<file path="config.mk">
export PLATFORM = sky130hd
export DESIGN_NAME = alu_exec
export DESIGN_NICKNAME = d
export VERILOG_FILES = /design/src/rtl/alu_exec.sv
export SDC_FILE = /design/constraint.sdc
export NUM_CORES = 1
export LEC_CHECK = 0
export ABC_AREA = 1
export CAP_MARGIN = 20
export CORE_ASPECT_RATIO = 1.5
export CORE_UTILIZATION = 45
export CTS_BUF_LIST = sky130_fd_sc_hd__clkbuf_8
export CTS_CLUSTER_SIZE = 30
export DETAILED_ROUTE_END_ITERATION = 6
export PLACE_DENSITY = 0.68
export RECOVER_POWER = 100
export SETUP_SLACK_MARGIN = 0.5
export SYNTH_ARGS = -nofsm -noshare
export SYNTH_HDL_FRONTEND = slang
export SYNTH_SLANG_ARGS = --single-unit
</file>
<file path="constraint.sdc">
create_clock -name clk -period 3.6 [get_ports clk]
set_input_delay 0.72 -clock clk [delete_from_list [all_inputs] [get_ports clk]]
set_output_delay 0.72 -clock clk [all_outputs]
set_load 0.05 [all_outputs]
</file>
<file path="src/rtl/alu_exec.sv">
// Execute stage: single-cycle ARM-style data-processing ALU plus a 32-iteration
// shift-add multiplier behind a start/busy/done handshake. Results and NZCV registered.
module alu_exec (
   input  logic        clk,
   input  logic        rst_n,
   input  logic        start,
   input  logic [3:0]  ALUControl,
   input  logic        MulEn,
   input  logic        SetFlags,
   input  logic [31:0] SrcA,
   input  logic [31:0] SrcB,
   output logic        busy,
   output logic        done,
   output logic [31:0] ALUResult,
   output logic        WriteEn,
   output logic [3:0]  ALUFlags
);

   localparam int unsigned DW = 32;
   localparam int unsigned CW = 5;

   typedef enum logic {
      S_IDLE = 1'b0,
      S_MUL  = 1'b1
   } state_t;

   localparam int unsigned FN = 3;
   localparam int unsigned FZ = 2;
   localparam int unsigned FC = 1;
   localparam int unsigned FV = 0;

   state_t           r_state, w_state_nxt;
   logic [CW-1:0]    r_cnt, w_cnt_nxt;
   logic [DW-1:0]    r_acc, w_acc_nxt;
   logic [DW-1:0]    r_ma, w_ma_nxt;
   logic [DW-1:0]    r_mb, w_mb_nxt;
   logic             r_mul_s, w_mul_s_nxt;
   logic             r_busy, w_busy_nxt;
   logic             r_done, w_done_nxt;
   logic             r_we, w_we_nxt;
   logic [DW-1:0]    r_result, w_result_nxt;
   logic [3:0]       r_flags, w_flags_nxt;

   logic [DW-1:0]    w_x, w_y;
   logic             w_cin;
   logic             w_arith;
   logic [DW:0]      w_sum;
   logic             w_ovf;
   logic [DW-1:0]    w_alu;
   logic             w_cmp_op;
   logic             w_upd;
   logic [DW-1:0]    w_mul_p;

   // Operand steering into one shared 33-bit adder; subtraction is x + ~y + cin
   always_comb begin
      w_x     = SrcA;
      w_y     = SrcB;
      w_cin   = 1'b0;
      w_arith = 1'b1;
      case (ALUControl)
         4'b0010, 4'b1010: begin
            w_y   = ~SrcB;
            w_cin = 1'b1;
         end
         4'b0011: begin
            w_x   = SrcB;
            w_y   = ~SrcA;
            w_cin = 1'b1;
         end
         4'b0100, 4'b1011: begin
            w_cin = 1'b0;
         end
         4'b0101: begin
            w_cin = r_flags[FC];
         end
         4'b0110: begin
            w_y   = ~SrcB;
            w_cin = r_flags[FC];
         end
         4'b0111: begin
            w_x   = SrcB;
            w_y   = ~SrcA;
            w_cin = r_flags[FC];
         end
         default: w_arith = 1'b0;
      endcase
      w_sum = {1'b0, w_x} + {1'b0, w_y} + (DW+1)'(w_cin);
      w_ovf = (w_x[DW-1] == w_y[DW-1]) && (w_sum[DW-1] != w_x[DW-1]);
   end

   // Logical results; arithmetic opcodes fall through to the adder
   always_comb begin
      case (ALUControl)
         4'b0000, 4'b1000: w_alu = SrcA & SrcB;
         4'b0001, 4'b1001: w_alu = SrcA ^ SrcB;
         4'b1100:          w_alu = SrcA | SrcB;
         4'b1101:          w_alu = SrcB;
         4'b1110:          w_alu = SrcA & ~SrcB;
         4'b1111:          w_alu = ~SrcB;
         default:          w_alu = w_sum[DW-1:0];
      endcase
   end

   assign w_cmp_op = (ALUControl[3:2] == 2'b10);
   assign w_upd    = SetFlags | w_cmp_op;
   assign w_mul_p  = r_acc + (r_mb[0] ? r_ma : '0);

   // Next-state and registered-output logic
   always_comb begin
      w_state_nxt  = r_state;
      w_cnt_nxt    = r_cnt;
      w_acc_nxt    = r_acc;
      w_ma_nxt     = r_ma;
      w_mb_nxt     = r_mb;
      w_mul_s_nxt  = r_mul_s;
      w_busy_nxt   = 1'b0;
      w_done_nxt   = 1'b0;
      w_we_nxt     = 1'b0;
      w_result_nxt = r_result;
      w_flags_nxt  = r_flags;
      case (r_state)
         S_IDLE: begin
            if (start) begin
               if (MulEn) begin
                  w_state_nxt = S_MUL;
                  w_busy_nxt  = 1'b1;
                  w_cnt_nxt   = '0;
                  w_acc_nxt   = '0;
                  w_ma_nxt    = SrcA;
                  w_mb_nxt    = SrcB;
                  w_mul_s_nxt = SetFlags;
               end else begin
                  w_done_nxt   = 1'b1;
                  w_we_nxt     = ~w_cmp_op;
                  w_result_nxt = w_alu;
                  if (w_upd) begin
                     w_flags_nxt[FN] = w_alu[DW-1];
                     w_flags_nxt[FZ] = (w_alu == '0);
                     // Logical ops leave C and V untouched
                     if (w_arith) begin
                        w_flags_nxt[FC] = w_sum[DW];
                        w_flags_nxt[FV] = w_ovf;
                     end
                  end
               end
            end
         end
         S_MUL: begin
            w_busy_nxt = 1'b1;
            w_acc_nxt  = w_mul_p;
            w_ma_nxt   = r_ma << 1;
            w_mb_nxt   = r_mb >> 1;
            w_cnt_nxt  = r_cnt + CW'(1);
            if (r_cnt == CW'(DW - 1)) begin
               w_state_nxt  = S_IDLE;
               w_busy_nxt   = 1'b0;
               w_done_nxt   = 1'b1;
               w_we_nxt     = 1'b1;
               w_cnt_nxt    = '0;
               w_result_nxt = w_mul_p;
               if (r_mul_s) begin
                  w_flags_nxt[FN] = w_mul_p[DW-1];
                  w_flags_nxt[FZ] = (w_mul_p == '0);
               end
            end
         end
         default: w_state_nxt = S_IDLE;
      endcase
   end

   // State and output registers
   always_ff @(posedge clk or negedge rst_n) begin
      if (!rst_n) begin
         r_state  <= S_IDLE;
         r_cnt    <= '0;
         r_acc    <= '0;
         r_ma     <= '0;
         r_mb     <= '0;
         r_mul_s  <= 1'b0;
         r_busy   <= 1'b0;
         r_done   <= 1'b0;
         r_we     <= 1'b0;
         r_result <= '0;
         r_flags  <= '0;
      end else begin
         r_state  <= w_state_nxt;
         r_cnt    <= w_cnt_nxt;
         r_acc    <= w_acc_nxt;
         r_ma     <= w_ma_nxt;
         r_mb     <= w_mb_nxt;
         r_mul_s  <= w_mul_s_nxt;
         r_busy   <= w_busy_nxt;
         r_done   <= w_done_nxt;
         r_we     <= w_we_nxt;
         r_result <= w_result_nxt;
         r_flags  <= w_flags_nxt;
      end
   end

   assign busy      = r_busy;
   assign done      = r_done;
   assign WriteEn   = r_we;
   assign ALUResult = r_result;
   assign ALUFlags  = r_flags;

endmodule

</file>
[After elaboration in Yosys (flattened, before gate mapping)]
Index checks and enable logic that the tools add are counted.
Word-level totals
  output and inout bits: 39
  bits in registers: 141
  bits of input ports: 73
  word-level logic and storage cells: 107
Cells by class
  bitwise operators: 10
  $add $sub $neg: 4
  equality and inequality tests: 25
  reductions and logical operators: 16
  muxes and demuxes: 41
Operators with widths (count)
  $mux 32: 11
  $pmux 32 s2: 5
  $pmux 32 s6: 1
  $and 32x32->32: 2
  $logic_not 32->1: 2
  $not 32->32: 2
  $add 32x32->33: 1
  $add 33x1->33: 1
  $add 32x32->32: 1
  $eq 4x4->1 const B: 8
  $or 32x32->32: 1
  $xor 32x32->32: 1
  $eq 4x3->1 const B: 4
  $mux 5: 3
  $mux 4: 3
  $ne 2x2->1 const B: 5
  $pmux 5 s2: 1
  $reduce_and 5->1: 2
  $mux 1: 9
  $reduce_or 3->1: 3
  $eq 4x2->1 const B: 2
  $pmux 1 s2: 4
  $reduce_or 8->1: 1
  $mux 2: 3
  other kinds (15): 20

[Depth between registers and ports, before layout]
Gate-level depths: netlist (run 1).
  depth in word-level cells: 12
  depth in mapped cells: 30

[Worst setup path before layout (run 1)]
No wires, ideal clock.
  path kind: input to register
  start point: input port ALUControl[0]
  end point: register r_flags[2], in the netlist ALUFlags[2]
  slack: -0.244 ns
  data arrival time: 3.782 ns
  required time: 3.538 ns
  cell stages on the path: 27
  cells stage by stage: buf_6 nand2_1 nor2_1 clkbuf_1 inv_1 clkbuf_1 nand2_1 a21oi_1 fa_1 inv_1 fa_1 nand2_1 nand3_1 and2_1 o21ai_0 nor2_1 nor2_1 nand3_1 nor2_1 nand2_1 nor2_1 nand2_1 nor2_1 nand2_1 nand3_1 nand2_1 inv_1
On the way
  longest elaborated chain between the ends: 11
Ends and longest elaborated chain
  start, declared: line 7  | input logic [3:0] ALUControl,
  $eq 4x3->1 (tied with other cells): line 60  | case (ALUControl)
  $reduce_or 3->1 (no source line) or $reduce_or 2->1 (tied branches)
  $pmux 32 s2 or $mux 32 (tied branches): line 60
  $add 32x32->33: line 87  | w_sum = {1'b0, w_x} + {1'b0, w_y} + (DW+1)'(w_cin);
  $add 33x1->33: line 87
  $pmux 32 s6 *: line 93  | case (ALUControl)
  $logic_not 32->1 *: line 138  | w_flags_nxt[FZ] = (w_alu == '0);
  $mux 4 *: line 136  | if (w_upd) begin
  $mux 4 *: line 124  | if (MulEn) begin
  $mux 4 *: line 123  | if (start) begin
  $pmux 2 s2 *: line 121  | case (r_state)
  end signal, assigned: line 196  | r_flags <= w_flags_nxt;
  end, declared: line 42  | logic [3:0] r_flags, w_flags_nxt;
Mark *: on every way between the ends. The rest lies on a longest branch, timed or not. The select of a mux whose other input is x is not followed.
A chain may end at the register's enable or synchronous reset.

[Final worst setup path (run 1)]
  start point: input port MulEn
  end point: register r_mb[22]
On the way
  longest elaborated chain between the ends: 2
Ends and longest elaborated chain
  start, declared: line 8  | input logic MulEn,
  $ne 2x2->1 (no source line)
  $reduce_and 2->1 (no source line)
  end signal, assigned: line 190  | r_mb <= w_mb_nxt;
  end, declared: line 36  | logic [DW-1:0] r_mb, w_mb_nxt;
No other way between the ends.

==> results.json, run 1 <==
{
  "status": "finished with violations",
  "failed_checks": "capacitance limit, slew limit",
  "number_of_buffers_inserted_during_clock_tree_synthesis": 17,
  "hold_violations": 0,
  "mostFrequentLayoutCell": "sky130_fd_sc_hd__nand2_1",
  "synth_compound_gate_area_share_pct": 16.8,
  "synth_cell_types": 47,
  "grt_antenna_before_repair": 1,
  "synth-adder-area-share_pct": 9.11,
  "core_area_um2": 30300,
  "cts.sink_count": 141,
  "rsz0062_at_grt": "true",
  "initial_core_util_pct": 45.7,
  "ys_ff_latch": 141,
  "syn_inst": 2293,
  "detailedPlacementHpwl_um": 47800,
  "chipHeight_um": 217,
  "drt-total-wl_um": 59900,
  "detailed_route_iter0_violations": 1102,
  "place_inst": 3040,
  "synth_area_leaders": "sky130_fd_sc_hd__dfrtp_1, sky130_fd_sc_hd__nand2_1, sky130_fd_sc_hd__inv_1",
  "remaining_drc_errors": 0,
  "fin_area_um2": 19300,
  "mappedNetlistArea_um2": 13800,
  "worst_setup_path_type": "primary input to flip-flop",
  "yosys-mux-area-fraction_pct": 0,
  "dieArea_um2": 31500,
  "vdd.ir_drop.worst_v": 0.000405,
  "final_util_pct": 63.9,
  "largest_family_of_logic_cells_by_synthesized_area": "simple AND/OR/NAND/NOR gates",
  "clk_transition_reported_paths_ns": 0.09,
  "io_pins": 112,
  "grt_usage_pct": 37.9,
  "clock-root-buffer": "sky130_fd_sc_hd__clkbuf_8",
  "synth_async_sr_flop_share_pct": 100,
  "worst_pin_slew_ns": 2.17,
  "synth_area_leader_cell": "sky130_fd_sc_hd__dfrtp_1",
  "placement.cell_area_um2": 17700,
  "clock_tree.buffer_depth": 2,
  "worstSetupStartpointType": "primary input",
  "layout_worst_path_cycle_share_pct": 90.9,
  "port-buffer-count": 111,
  "drt.antenna.violating_nets": 0,
  "cp_data_required_time_ns": 4.01,
  "worst_slew_margin_rel_pct": -44.4,
  "place.gp.congestion": 1.10,
  "drt_pass1_iterations": 5,
  "maxCapViolCount": 3,
  "slew_violations": 151,
  "globalRouteOverflowTotal": 0,
  "synth-simple-area-share_pct": 35.8,
  "tightest_hold_margin_ns": 0.491,
  "leakage_nw": 10.1,
  "critPathMaxFanout": 33,
  "critical_path_arrival_ns": 3.68,
  "totalNegativeSetupSlack_ns": 0,
  "pin_count_of_the_biggest_net_entering_global_routing": 79,
  "rows": 78,
  "period_needed_ns": 3.27,
  "vias_per_cell": 5.50,
  "synth_nets": 2465,
  "vias_in_the_first_global_route": 16869,
  "final_cell_mix": "sky130_fd_sc_hd__nand2_1, sky130_fd_sc_hd__inv_1, sky130_fd_sc_hd__buf_4",
  "synth-seq-area-share_pct": 25.5,
  "tritoncts": "done",
  "flow.area_growth_from_synthesis_pct": 39.6,
  "finalClockSkew_ns": 0.0123,
  "wl_per_cell_um": 19.2,
  "synth.avg_cell_area_um2": 6.04,
  "critical_path.endpoint_type": "flip-flop",
  "drive_above_1_share_pct": 22.1,
  "grt_first_pass_wirelength_um": 91300,
  "worstSkewPairLatency_ns": 0.50,
  "dominantRegCellSynth": "sky130_fd_sc_hd__dfrtp_1",
  "design.final.nets": 2880,
  "via_count": 17151,
  "synth.yosys.warnings": 0,
  "finalSetupViolations": 0,
  "yosys.area.top_type_share_pct": 25.5,
  "timing.hold.worst.class": "flip-flop to flip-flop",
  "instances_no_fill": 3121,
  "synth_edf_count": 0,
  "die_w_um": 145,
  "max_freq_mhz": 306,
  "synthXorXnorAreaFrac_pct": 0.823,
  "htreeDepth": 4,
  "pwr_density_cell_nw_per_um2": 764
}
==> cell type report <==
class,count,area [um2]
Tap cell,400,500
Timing Repair inverter,1,8.76
Clock inverter,13,141
Multi-Input combinational cell,1722,9450
Antenna cell,1,2.50
Fill cell,2912,10900
Clock buffer,18,248
Timing Repair Buffer,472,4100
Inverter,353,1340
Sequential cell,141,3530
==> cell families (layout without fill, tap and decap cells) <==
group,Yosys count,count (layout)
fa+ha+maj,99,99
compound gates,395,395
flops,141,141
other cells,0,1
simple gates,1215,1215
buf+inv,430,857
xor+xnor,13,13
==> per-layer routing <==
metal	vias up	share of wire (%)	GRT usage, %
met1	8008	37	41.5
met3	205	5.4	4.74
met4	2	6.5	22.5
li1	8279	-	-
met5	-	0.018	0
met2	657	51	69.7
==> synthesized netlist by cell type (2+ instances only) <==
cell                        number
sky130_fd_sc_hd__ha_1           96
sky130_fd_sc_hd__a21oi_1       121
sky130_fd_sc_hd__nor3_1         23
sky130_fd_sc_hd__o221ai_1       31
sky130_fd_sc_hd__or2_2           8
sky130_fd_sc_hd__o211ai_1        6
sky130_fd_sc_hd__clkinv_1        2
sky130_fd_sc_hd__inv_2           2
sky130_fd_sc_hd__nor4_1          5
sky130_fd_sc_hd__a221oi_1        9
sky130_fd_sc_hd__buf_1           3
sky130_fd_sc_hd__a211oi_1        6
sky130_fd_sc_hd__dfrtp_1       141
sky130_fd_sc_hd__o21a_1          2
sky130_fd_sc_hd__xor2_1         12
sky130_fd_sc_hd__buf_4           2
sky130_fd_sc_hd__a21boi_0        2
sky130_fd_sc_hd__a31oi_1        24
sky130_fd_sc_hd__o22ai_1        54
sky130_fd_sc_hd__nor2_1        243
sky130_fd_sc_hd__and2_1          3
sky130_fd_sc_hd__o21ai_0       123
sky130_fd_sc_hd__and3_1          4
sky130_fd_sc_hd__clkbuf_1       56
sky130_fd_sc_hd__inv_1         349
sky130_fd_sc_hd__nand3b_1       14
sky130_fd_sc_hd__nand2_1       755
sky130_fd_sc_hd__buf_2          12
sky130_fd_sc_hd__o2111ai_1       7
sky130_fd_sc_hd__nand3_1       123
sky130_fd_sc_hd__fa_1            3
sky130_fd_sc_hd__nand4_1        31
sky130_fd_sc_hd__buf_6           3
sky130_fd_sc_hd__nor2_4          2
sky130_fd_sc_hd__o21bai_1        3
sky130_fd_sc_hd__a21o_1          2
==> report_power, final <==
part | internal [W] | switching, W
clock network | 0.000633 | 0.000696
registers | 0.00239 | 0.000543
logic | 0.00363 | 0.00687
total | 0.00665 | 0.00811
==> worst max-delay path: stages <==
cell and delay [ns]:
sky130_fd_sc_hd__dlygate4sd3_1 0.64, sky130_fd_sc_hd__nand2_1 0.10, sky130_fd_sc_hd__inv_1 0.06, sky130_fd_sc_hd__nor2_1 0.04, sky130_fd_sc_hd__inv_1 0.80, sky130_fd_sc_hd__clkbuf_1 0.96, sky130_fd_sc_hd__o22ai_1 0.13, sky130_fd_sc_hd__a21oi_1 0.19
==> state kept, by name (all words and copies together), names as in the netlist <==
| register | count |
|---|---|
| r_acc | 32 |
| r_ma | 32 |
| done | 1 |
| r_cnt | 5 |
| WriteEn | 1 |
| r_mul_s | 1 |
| r_mb | 32 |
| ALUFlags | 4 |
| ALUResult | 32 |
| busy | 1 |
==> path summary, 6_finish.rpt <==
| path | start | end | slack (ns) | cells past startpoint |
|---|---|---|---|---|
| setup reg to reg | r_mb[0] | ALUFlags[2] | 0.35 | 18 |
| hold / removal | r_acc[28] | r_acc[28] | 0.49 | 1 |
| hold reg to reg | r_acc[28] | r_acc[28] | 0.49 | 1 |
| setup / recovery | MulEn | r_mb[22] | 0.33 | 8 |
| max in group asynchronous | rst_n | ALUResult[11] | 1.31 | 2 |
| min in group asynchronous | rst_n | r_acc[25] | 0.75 | 1 |
==> per-stage QoR <==
step / total power (W) / setup WS, ns
finish: 0.0148 / 0.329
global placement: 0.0128 / -0.703
CTS: 0.0145 / 0.448
detailed placement: 0.0129 / -0.731
floorplan: 0.00940 / 0.275
global route: 0.0160 / 0.137
==> timing repair <==
item,CTS,global route
setup endpoints to repair,34,38
setup buffers,28,17
hold buffers,0,0
gates resized for setup,136,139
cloned,3,1
pin swaps,78,69
(Power assumes the default switching activity.)
==> run 2: changes to the inputs <==
- CELL_PAD_IN_SITES_DETAIL_PLACEMENT: not set -> 0
- CELL_PAD_IN_SITES_GLOBAL_PLACEMENT: not set -> 1
- CORE_UTILIZATION: 45 -> 43
- PLACE_DENSITY: 0.68 -> 0.88
==> run 2 against run 1 <==
  * The flow still finishes with violations (capacitance limit, slew limit)
  * Sequential cell count is the same
  * Core utilization shrank 1.5 points
  * Highest routed layer is now met4
  * Critical path type unchanged
  * Sequential power is essentially flat
==> results.json, run 2 (synthesis gave the netlist of run 1 again) <==
{
  "max_freq_mhz": 294,
  "dieArea_um2": 32900,
  "wl_per_cell_um": 18.8,
  "worst_slew_margin_rel_pct": -7.48,
  "flow.area_growth_from_synthesis_pct": 42.9,
  "slew_violations": 66,
  "chipHeight_um": 222,
  "totalNegativeSetupSlack_ns": 0,
  "finalClockSkew_ns": 0.0145,
  "pin_count_of_the_biggest_net_entering_global_routing": 78,
  "hold_violations": 0,
  "route.met3.wl_um": 2710,
  "cp_data_required_time_ns": 3.95,
  "drt_pass1_iterations": 7,
  "critical_path_arrival_ns": 3.76,
  "design.final.nets": 2880,
  "timing.final.ws_setup_ns": 0.198,
  "place.gp.congestion": 0.967,
  "num-fill-cells": 3081,
  "leakage_nw": 10.2,
  "detailed_route_iter0_violations": 1257,
  "met2_length_um": 29100,
  "cts.sink_count": 141,
  "placement.cell_area_um2": 17700,
  "crit_chain": "buf_2, nand2_4, inv_4, nor2_4, nor2_4, inv_4, buf_12, clkbuf_16, buf_12, o221ai_1, ha_4, nand2_1, buf_4, nor2_2, nand2_2, nand3b_1, nand3_1, nand3_2, nand2_1, o21ai_1, buf_4, o22a_1",
  "htreeDepth": 4,
  "tritoncts": "done",
  "critPathMaxFanout": 4,
  "clock_tree.buffer_depth": 2,
  "net-switching-power_w": 0.00815,
  "number_of_buffers_inserted_during_clock_tree_synthesis": 17,
  "top_signal_layer_used": "met4",
  "vdd.ir_drop.worst_v": 0.000338,
  "remaining_drc_errors": 0,
  "share_comb_of_total_power_pct": 70.8,
  "rows": 80,
  "worstSetupStartpointType": "primary input",
  "worst_setup_path_type": "primary input to flip-flop",
  "worst_pin_slew_ns": 1.61,
  "clk_transition_reported_paths_ns": 0.08,
  "period_needed_ns": 3.40,
  "grt_antenna_before_repair": 0,
  "internal_power_w": 0.00698,
  "layout_worst_path_cycle_share_pct": 94.5,
  "cp_top_family": "simple AND/OR/NAND/NOR gates",
  "io_pins": 112,
  "critical-path-slowest-cell": "sky130_fd_sc_hd__ha_4",
  "drt-total-wl_um": 58700,
  "pwr-share-clk_pct": 9.9,
  "rsz0062_at_grt": "true",
  "mostFrequentLayoutCell": "sky130_fd_sc_hd__nand2_1",
  "core_area_um2": 31700,
  "cpPeakStageDelay_ns": 0.34,
  "pwr_density_cell_nw_per_um2": 765,
  "timing.hold.worst.class": "flip-flop to flip-flop",
  "initial_core_util_pct": 43.6,
  "finalSetupViolations": 0,
  "maxCapViolCount": 1,
  "final_cell_mix": "sky130_fd_sc_hd__nand2_1, sky130_fd_sc_hd__inv_1, sky130_fd_sc_hd__buf_4",
  "critical_path.endpoint_type": "flip-flop",
  "drive_above_1_share_pct": 23.9,
  "globalRouteOverflowTotal": 0,
  "vias_in_the_first_global_route": 16463,
  "cp_num_buf_inv": 8,
  "final_util_pct": 62.3,
  "worstSkewPairLatency_ns": 0.47,
  "clock-root-buffer": "sky130_fd_sc_hd__clkbuf_8",
  "grt_usage_pct": 35.7,
  "via_count": 16956,
  "status": "finished with violations",
  "antenna_cells": 0,
  "port-buffer-count": 111,
  "seq_pwr_share_pct": 19.4,
  "vias_per_cell": 5.42,
  "die_w_um": 148,
  "drt.antenna.violating_nets": 0,
  "failed_checks": "capacitance limit, slew limit",
  "p_sw_share_pct": 53.9,
  "grt_first_pass_wirelength_um": 89500,
  "fin_area_um2": 19800,
  "placement_stage_worst_setup_slack_ns": -0.989,
  "detailedPlacementHpwl_um": 47000,
  "route.layer.met1.wl_um": 23500
}
## run 2: cell count changes in the layout (fill, tap and decap cells not counted), moves of 9 or more
cell,delta
sky130_fd_sc_hd__nand3_1,-15
sky130_fd_sc_hd__inv_1,-11
sky130_fd_sc_hd__nor2_2,-9
sky130_fd_sc_hd__nand2_1,-14
sky130_fd_sc_hd__nand2_4,+11
sky130_fd_sc_hd__nor2_4,+14
sky130_fd_sc_hd__nand3_2,+11
## run 2: path summary, 6_finish.rpt
check | start | to | slack [ns] | cells after the start
max | ALUControl[2] | ALUResult[28] | 0.20 | 22
min | r_acc[30] | r_acc[30] | 0.49 | 2
max reg2reg | r_mb[0] | ALUFlags[2] | 0.31 | 20
min reg2reg | r_acc[30] | r_acc[30] | 0.49 | 2
max in group asynchronous | rst_n | ALUResult[3] | 1.01 | 2
min in group asynchronous | rst_n | done | 0.64 | 1
## run 2: final cells by class
type                            instances  area, um2  share of cell area (%)
Timing Repair Buffer                  473       4160                    21.0
Inverter                              353       1350                    6.82
Clock buffer                           20        275                    1.39
Sequential cell                       141       3530                    17.8
Clock inverter                         12        193                   0.975
Multi-Input combinational cell       1722       9760                    49.4
Tap cell                              410        513                    2.59
## run 2: through the flow
stage	total power (W)	hold WS (ns)	std cells
finish	0.0151	0.493	3131
global placement	0.0129	0.470	3052
global route	0.0164	0.516	3131
floorplan	0.00940	0.424	2293
CTS	0.0148	0.243	3111
detailed placement	0.0130	0.473	3052
## run 2: worst min-delay path: stages (launching register included)
cell and delay, ns:
sky130_fd_sc_hd__dfrtp_1 0.36, sky130_fd_sc_hd__nand2_1 0.06, sky130_fd_sc_hd__nand2_1 0.05
## run 2: power groups by stage
stage,sequential [W],clock [W],combinational (W)
after floorplan,0.00350,0,0.00590
after global placement,0.00293,0,0.00993
after detailed placement,0.00295,0,0.0101
after CTS,0.00293,0.00151,0.0103
after global routing,0.00300,0.00157,0.0118
final,0.00293,0.00149,0.0107
## run 2: timing repair
| item | CTS | global route |
|---|---|---|
| endpoints found under the setup margin | 32 | 39 |
| cloned | 2 | 4 |
| gates resized for setup | 163 | 187 |
| pin swaps | 62 | 82 |
| hold buffers | 0 | 0 |
| setup buffers | 25 | 16 |
## run 2: metal layers
metal  vias up  track usage [%]
met3       144             2.90
met4         0             18.9
met1      7962             43.5
met2       568             61.7
li1       8282                -
met5         -                0
==> run 3: changes to the inputs <==
- CTS_CLUSTER_DIAMETER: not set -> 100
==> results of run 3 <==
No change in the layout: final DEF, timing and power equal those of run 2.
